[src/rtl/dsp48a1_mac_sequencer.sv]
// Controller that streams operand pairs into a DSP48A1-style slice and returns the
// accumulated P. OPMODE follows a tag line that tracks each term through the slice pipeline.
module dsp48a1_mac_sequencer #(
  parameter int DATA_W   = 18,
  parameter int ACC_W    = 48,
  parameter int LEN_W    = 8,
  parameter int PIPE_LAT = 3
) (
  input  logic              CLK,
  input  logic              rst,
  input  logic              start,
  input  logic [LEN_W-1:0]  len,
  input  logic              s_valid,
  output logic              s_ready,
  input  logic [DATA_W-1:0] s_a,
  input  logic [DATA_W-1:0] s_b,
  output logic [DATA_W-1:0] dsp_a,
  output logic [DATA_W-1:0] dsp_b,
  output logic [7:0]        dsp_opmode,
  output logic              dsp_ce,
  input  logic [ACC_W-1:0]  dsp_p,
  output logic              m_valid,
  input  logic              m_ready,
  output logic [ACC_W-1:0]  m_result,
  output logic              busy
);

  localparam int TAG_DEPTH = 1 + PIPE_LAT;

  localparam logic [7:0] OP_IDLE = 8'h00;
  localparam logic [7:0] OP_LOAD = 8'h01;
  localparam logic [7:0] OP_ACC  = 8'h09;
  localparam logic [7:0] OP_HOLD = 8'h08;

  typedef enum logic [1:0] {
    IDLE  = 2'd0,
    ACCUM = 2'd1,
    DRAIN = 2'd2,
    DONE  = 2'd3
  } state_t;

  state_t               state;
  state_t               state_next;
  logic [LEN_W-1:0]     remaining;
  logic                 first_pending;
  logic [TAG_DEPTH-1:0] tag_valid;
  logic [TAG_DEPTH-1:0] tag_first;
  logic                 take;
  logic                 accept_start;
  logic                 tag_empty;
  logic                 capture;

  assign take         = (state == ACCUM) && s_valid;
  assign accept_start = (state == IDLE) && start && (len != '0);
  assign tag_empty    = (tag_valid == '0);
  // Once the line is empty the last product has already been folded into P.
  assign capture      = (state == DRAIN) && tag_empty;

  always_ff @(posedge CLK or posedge rst) begin
    if (rst) begin
      state <= IDLE;
    end else begin
      state <= state_next;
    end
  end

  always_comb begin
    state_next = state;
    s_ready    = 1'b0;
    dsp_ce     = 1'b0;
    m_valid    = 1'b0;
    busy       = 1'b1;
    case (state)
      IDLE: begin
        busy = 1'b0;
        if (accept_start) begin
          state_next = ACCUM;
        end
      end
      ACCUM: begin
        s_ready = 1'b1;
        dsp_ce  = 1'b1;
        if (take && (remaining == LEN_W'(1))) begin
          state_next = DRAIN;
        end
      end
      DRAIN: begin
        dsp_ce = 1'b1;
        if (tag_empty) begin
          state_next = DONE;
        end
      end
      DONE: begin
        m_valid = 1'b1;
        if (m_ready) begin
          state_next = IDLE;
        end
      end
      default: begin
        state_next = IDLE;
      end
    endcase
  end

  // Tag line: one entry per busy cycle, bubbles carry valid=0.
  always_ff @(posedge CLK or posedge rst) begin
    if (rst) begin
      tag_valid <= '0;
      tag_first <= '0;
    end else if (state != IDLE) begin
      tag_valid <= {tag_valid[TAG_DEPTH-2:0], take};
      tag_first <= {tag_first[TAG_DEPTH-2:0], take && first_pending};
    end
  end

  always_comb begin
    dsp_opmode = OP_IDLE;
    if (state != IDLE) begin
      if (!tag_valid[TAG_DEPTH-1]) begin
        dsp_opmode = OP_HOLD;
      end else if (tag_first[TAG_DEPTH-1]) begin
        dsp_opmode = OP_LOAD;
      end else begin
        dsp_opmode = OP_ACC;
      end
    end
  end

  always_ff @(posedge CLK or posedge rst) begin
    if (rst) begin
      remaining     <= '0;
      first_pending <= 1'b0;
      dsp_a         <= '0;
      dsp_b         <= '0;
      m_result      <= '0;
    end else begin
      if (accept_start) begin
        remaining     <= len;
        first_pending <= 1'b1;
      end else if (take) begin
        remaining     <= remaining - LEN_W'(1);
        first_pending <= 1'b0;
      end
      if (take) begin
        dsp_a <= s_a;
        dsp_b <= s_b;
      end
      if (capture) begin
        m_result <= dsp_p;
      end
    end
  end

endmodule

[config.mk]
export PLATFORM = sky130hd
export DESIGN_NAME = dsp48a1_mac_sequencer
export DESIGN_NICKNAME = d
export VERILOG_FILES = /design/src/rtl/dsp48a1_mac_sequencer.sv
export SDC_FILE = /design/constraint.sdc
export NUM_CORES = 1
export LEC_CHECK = 0
export CAP_MARGIN = 20
export CORE_ASPECT_RATIO = 2
export CORE_UTILIZATION = 41
export CTS_BUF_LIST = sky130_fd_sc_hd__clkbuf_16
export DETAILED_ROUTE_END_ITERATION = 16
export DONT_BUFFER_PORTS = 1
export PLACE_DENSITY = 0.61
export SLEW_MARGIN = 5
export SYNTH_ARGS = -nofsm -noshare
export SYNTH_HDL_FRONTEND = slang
export SYNTH_SLANG_ARGS = --single-unit
[constraint.sdc]
create_clock -name CLK -period 3.6 [get_ports CLK]
set_input_delay 0.36 -clock CLK [delete_from_list [all_inputs] [get_ports CLK]]
set_output_delay 0.36 -clock CLK [all_outputs]
set_load 0.05 [all_outputs]
---- Yosys cells after proc, flatten, opt, wreduce, memory -nomap -nowiden ----
Cells that the tools add are included.
word-level totals
  register bits after elaboration ......... 103
  bits in latches ......................... 0
  RAM bits ................................ 0
  ROM bits ................................ 0
  input bits .............................. 97
  output and inout bits ................... 96
  memories ................................ 0
operators by class
  add/subtract/negate cells ............... 1
  multipliers ............................. 0
  div/mod/pow operators ................... 0
  order comparisons ....................... 0
  equal/unequal tests ..................... 8
  shifts and indexed selects .............. 0
  mux-type cells .......................... 16
  bitwise logic cells ..................... 0
  reductions and logical operators ........ 13
operators by type and width
  operator               number
  $mux W8                2
  $mux W4                3
  $eq A8 B1 Y1 const B   1
  $mux W2                4
  $pmux W2 S4            1
  $reduce_bool A8 Y1     1
  $sub A8 B1 Y8 const B  1
  $logic_and A1 B1 Y1    6
  $mux W1                6
  $ne A2 B2 Y1 const B   3
  $eq A2 B2 Y1 const B   2
  $logic_not A4 Y1       1
  $reduce_and A4 Y1      1
  $reduce_bool A2 Y1     2
  $eq A2 B1 Y1 const B   1
  $logic_not A2 Y1       1
  $ne A2 B1 Y1 const B   1
  $reduce_or A2 Y1       1

---- Depth between registers and ports, before layout ----
  depth in word-level cells ............... 5
  mapped depth ............................ 7

---- Worst setup path after synthesis ----
No wires, ideal clock.
  path type ............................... reg-to-reg
  from .................................... register state[1]
  to ...................................... register state[1]
  setup time .............................. 0.125 ns
  arrival ................................. 2.089 ns
  slack ................................... 1.386 ns
  cell stages (with the launch flop) ...... 7
  cell sequence ........................... dfrtp_1 -> inv_1 -> ha_1 -> and3b_1 -> nand4b_1 -> a221oi_2 -> mux2_4
on the way
  word-level cells in the longest chain between the ends .. 5
RTL lines
  what                                                           line        source
  from (decl)                                                    42          state_t state;
  from (signal assigned)                                         63          state <= state_next;
  $eq A2 B1 Y1 or $logic_not A2 Y1 (tied branches)               53, 73, 54
  $logic_and A1 B1 Y1 (on tied branches)                         53, 54
  $logic_and A1 B1 Y1 (on tied branches)                         83, 54
  $ne A2 B1 Y1 (no source line) or $ne A2 B2 Y1 (tied branches)  n/a
  $reduce_and A4 Y1 (no source line)                             n/a
Several ways; a longest one is shown, not always the timed one.
A chain may end at the register's enable or synchronous reset.

---- Worst setup path after layout ----
  from .................................... register state[1]
  to ...................................... register dsp_b[7]
on the way
  word-level cells in the longest chain between the ends .. 2
RTL lines
  what                  line  source
  $eq A2 B1 Y1          53    assign take = (state == ACCUM) && s_valid;
  $logic_and A1 B1 Y1   53
  to (signal assigned)  134   dsp_b <= '0;
  to (signal assigned)  146   dsp_b <= s_b;
  to (decl)             18    output logic [DATA_W-1:0] dsp_b,
No other way between the ends.

==> summary.md <==
| Metric | Value |
|---|---|
| Gate Count Post-Synth | 283 |
| Register area share after synthesis | 61.4% |
| Period minus WS final | 2.54 ns |
| Netlist cell types | 32 |
| Most area-hungry cell type in the Yosys netlist | dfrtp_1 |
| Routed WL | 8320 µm |
| Nets | 392 |
| Global route overflow | 0 |
| Top_reg_cell synth | dfrtp_1 |
| Area Growth Syn to Fin | 10.6% |
| Slew HR | 36.8% |
| HPWL reported at the end of detailed placement | 6120 µm |
| Antenna cells | 0 |
| DIE AREA | 0.0107 mm² |
| Max Slew Vio Count | 0 |
| Initial Utilization | 42.7% |
| Sink Count | 103 |
| Largest net degree at the start of global routing | 86 |
| CP required | 3.82 ns |
| Synth Area in XOR/XNOR | 1.25% |
| Post-Synth Adder-Cell Area | 2.09% |
| Mux share of post-synthesis cell area | 25.0% |
| Vias in the first global route | 2445 |
| Worst slew pin tran | 0.947 ns |
| CTS tree | yes |
| Synth top area share | 61.4% |
| Via count | 2247 |
| Port Buffers | 0 |
| Post-synthesis async set-or-reset flop share | 100% |
| Critical path cell sequence | inv_1 > ha_1 > nand2_2 > buf_4 > mux2_2 |
| Routed wire per std cell | 19.6 µm |
| Critical-path top delay cell | ha_1 |
| Post-synth EDFFs | 0 |
| Worst skew pair latency | 0.34 ns |
| Die H | 145 µm |
| Num CTS Buffers | 9 |
| Setup TNS | 0 ns |
| Ranking of synthesized cells by area | dfrtp_1 61%, mux2_2 19%, mux2_1 5.6% |
| Final GP Congestion | 0.734 |
| Critical path type | register to register |
| Compound-Gate Fraction of Synth Area | 2.74% |
| Avg Vias per Cell | 5.29 |
| Detailed Route Iter0 Violations | 47 |
| Clock buffer depth | 2 |
| Worst hold path type | input port to register |
| Row cnt | 51 |
| RSZ-0062 raised after global routing | no |
| Initial antenna violation count | 0 |
| Yosys warns | 0 |
| Max-cap violations | 0 |
| Worst-path maximum fanout | 22 |
| CP arrival | 2.76 ns |
| Detailed Routing Iterations Pass 1 | 4 |
| Most frequent cell after synthesis | dfrtp_1 |
| Final period utilization | 70.6% |
| Crit end category | register |
| Worst-path clk slew | 0.07 ns |
| Detailed-route DRC error count | 0 |
| Most frequent cells after synthesis | 103 x dfrtp_1, 70 x mux2_2, 21 x mux2_1, 13 x nand2_1, 8 x inv_1 |
| CTS H-tree lvls | 3 |
| Simple-Gate Fraction of Synth Area | 4.05% |
| Main combinational cell family by area after synthesis | multiplexers |
| Fraction of layout cells with a size suffix above 1 | 34.8% |
| DIE WIDTH | 73.6 µm |
| Clock Skew | 0.00679 ns |
| Avg Cell Area, Syn | 14.8 µm² |
| First-pass GRT wire length | 12700 µm |
| Final setup vio count | 0 |
| Gr usage total | 16.1% |
| Number of synthesized register bits | 103 |
| Detail Route Antenna Nets | 0 |
| Postcts setup bufs | 0 |
| Synth Cell Area | 0.00420 mm² |
| Root buffer cell | clkbuf_16 |
| CP max stage delay | 0.64 ns |
| Core area | 0.00983 mm² |
| Hold Fails Final Rpt | 0 |
| I/O pin cnt | 193 |
| Outcome | completed |
| Setup crit start kind | register |
| Max Fclk | 394 MHz |
[worst max-delay path, delay by kind of cell, from the launching register on]
kind,cells,cell delay [ns]
buf+inv,2,0.51
fa+ha+maj,1,0.64
flops,1,0.42
mux,1,0.30
simple gates,1,0.55
[per-layer routing]
| metal | global-route usage, % | up-vias | wire (µm) |
|---|---|---|---|
| met4 | 9.42 | 0 | 284 |
| met5 | 0 | - | 0 |
| met1 | 14.0 | 1135 | 2580 |
| met3 | 4.17 | 18 | 541 |
| li1 | - | 977 | - |
| met2 | 30.7 | 117 | 4910 |
[cell type report]
cell class,count,area [µm²]
clock inverters,7,48.8
fillers,903,5180
clock buffers,9,225
multi-input cells,159,1500
inverters,8,32.5
well taps,132,165
repair buffers,7,95.1
flip-flops and latches,103,2580
[logic make-up (layout without fill, tap and decap cells)]
kind of cell / after synthesis / after routing
mux: 93 / 93
xor+xnor: 6 / 6
compound gates: 17 / 17
other cells: 1 / 6
flops: 103 / 103
fa+ha+maj: 7 / 7
buf+inv: 26 / 31
simple gates: 30 / 30
[worst paths after layout]
check                             start      endpoint  slack, ns  cells after the start
max                            state[1]      dsp_b[7]       1.06                      5
min                              len[4]  remaining[4]       0.14                      2
max reg2reg                    state[1]      dsp_b[7]       1.06                      5
min reg2reg                tag_first[0]  tag_first[0]       0.50                      2
max in group asynchronous           rst  m_result[12]       2.34                      4
min in group asynchronous           rst      dsp_a[2]       0.48                      2
[flip-flops by register name (all words and copies together), names as in the netlist]
name	count
first_pending	1
m_result	48
state	2
tag_valid	4
dsp_a	18
tag_first	4
remaining	8
dsp_b	18
[layout by cell type (no fill, tap or decap), types with 2 or more instances in the layout]
cell type   count
a21oi_1         2
conb_1          6
clkinvlp_4      3
inv_1           7
mux2_2         70
nand3_1         4
nand2_2         2
nand2_1        11
or4_4           2
ha_1            7
nand4b_1        2
buf_4           4
dfrtp_1       103
nor4_2          2
buf_16          2
o21ai_1         7
xnor2_1         3
xor2_1          3
nor2_1          4
o21ai_0         3
mux2_1         21
clkbuf_16       9
[what timing repair did]
action	CTS	global route
gates resized for setup	0	0
endpoints found under the hold margin	0	24
hold buffers	0	1
[through the flow]
stage | cell area [µm²] | utilization (%) | setup WS (ns) | hold WS, ns | instances
2_1_floorplan | 4220 | - | 0.536 | 0.449 | 288
3_3_place_gp | 4310 | 43.8 | 1.11 | 0.466 | 406
3_5_place_dp | 4310 | 43.8 | 1.04 | 0.477 | 406
4_1_cts | 4580 | 46.6 | 1.03 | 0.126 | 422
5_1_grt | 4650 | 47.3 | 0.906 | 0.129 | 425
6_report | 4650 | 47.3 | 1.06 | 0.144 | 425
Power is left out: the tool's default activity adds up to more than one toggle a clock period on the data nets, which glitch-free logic cannot reach.
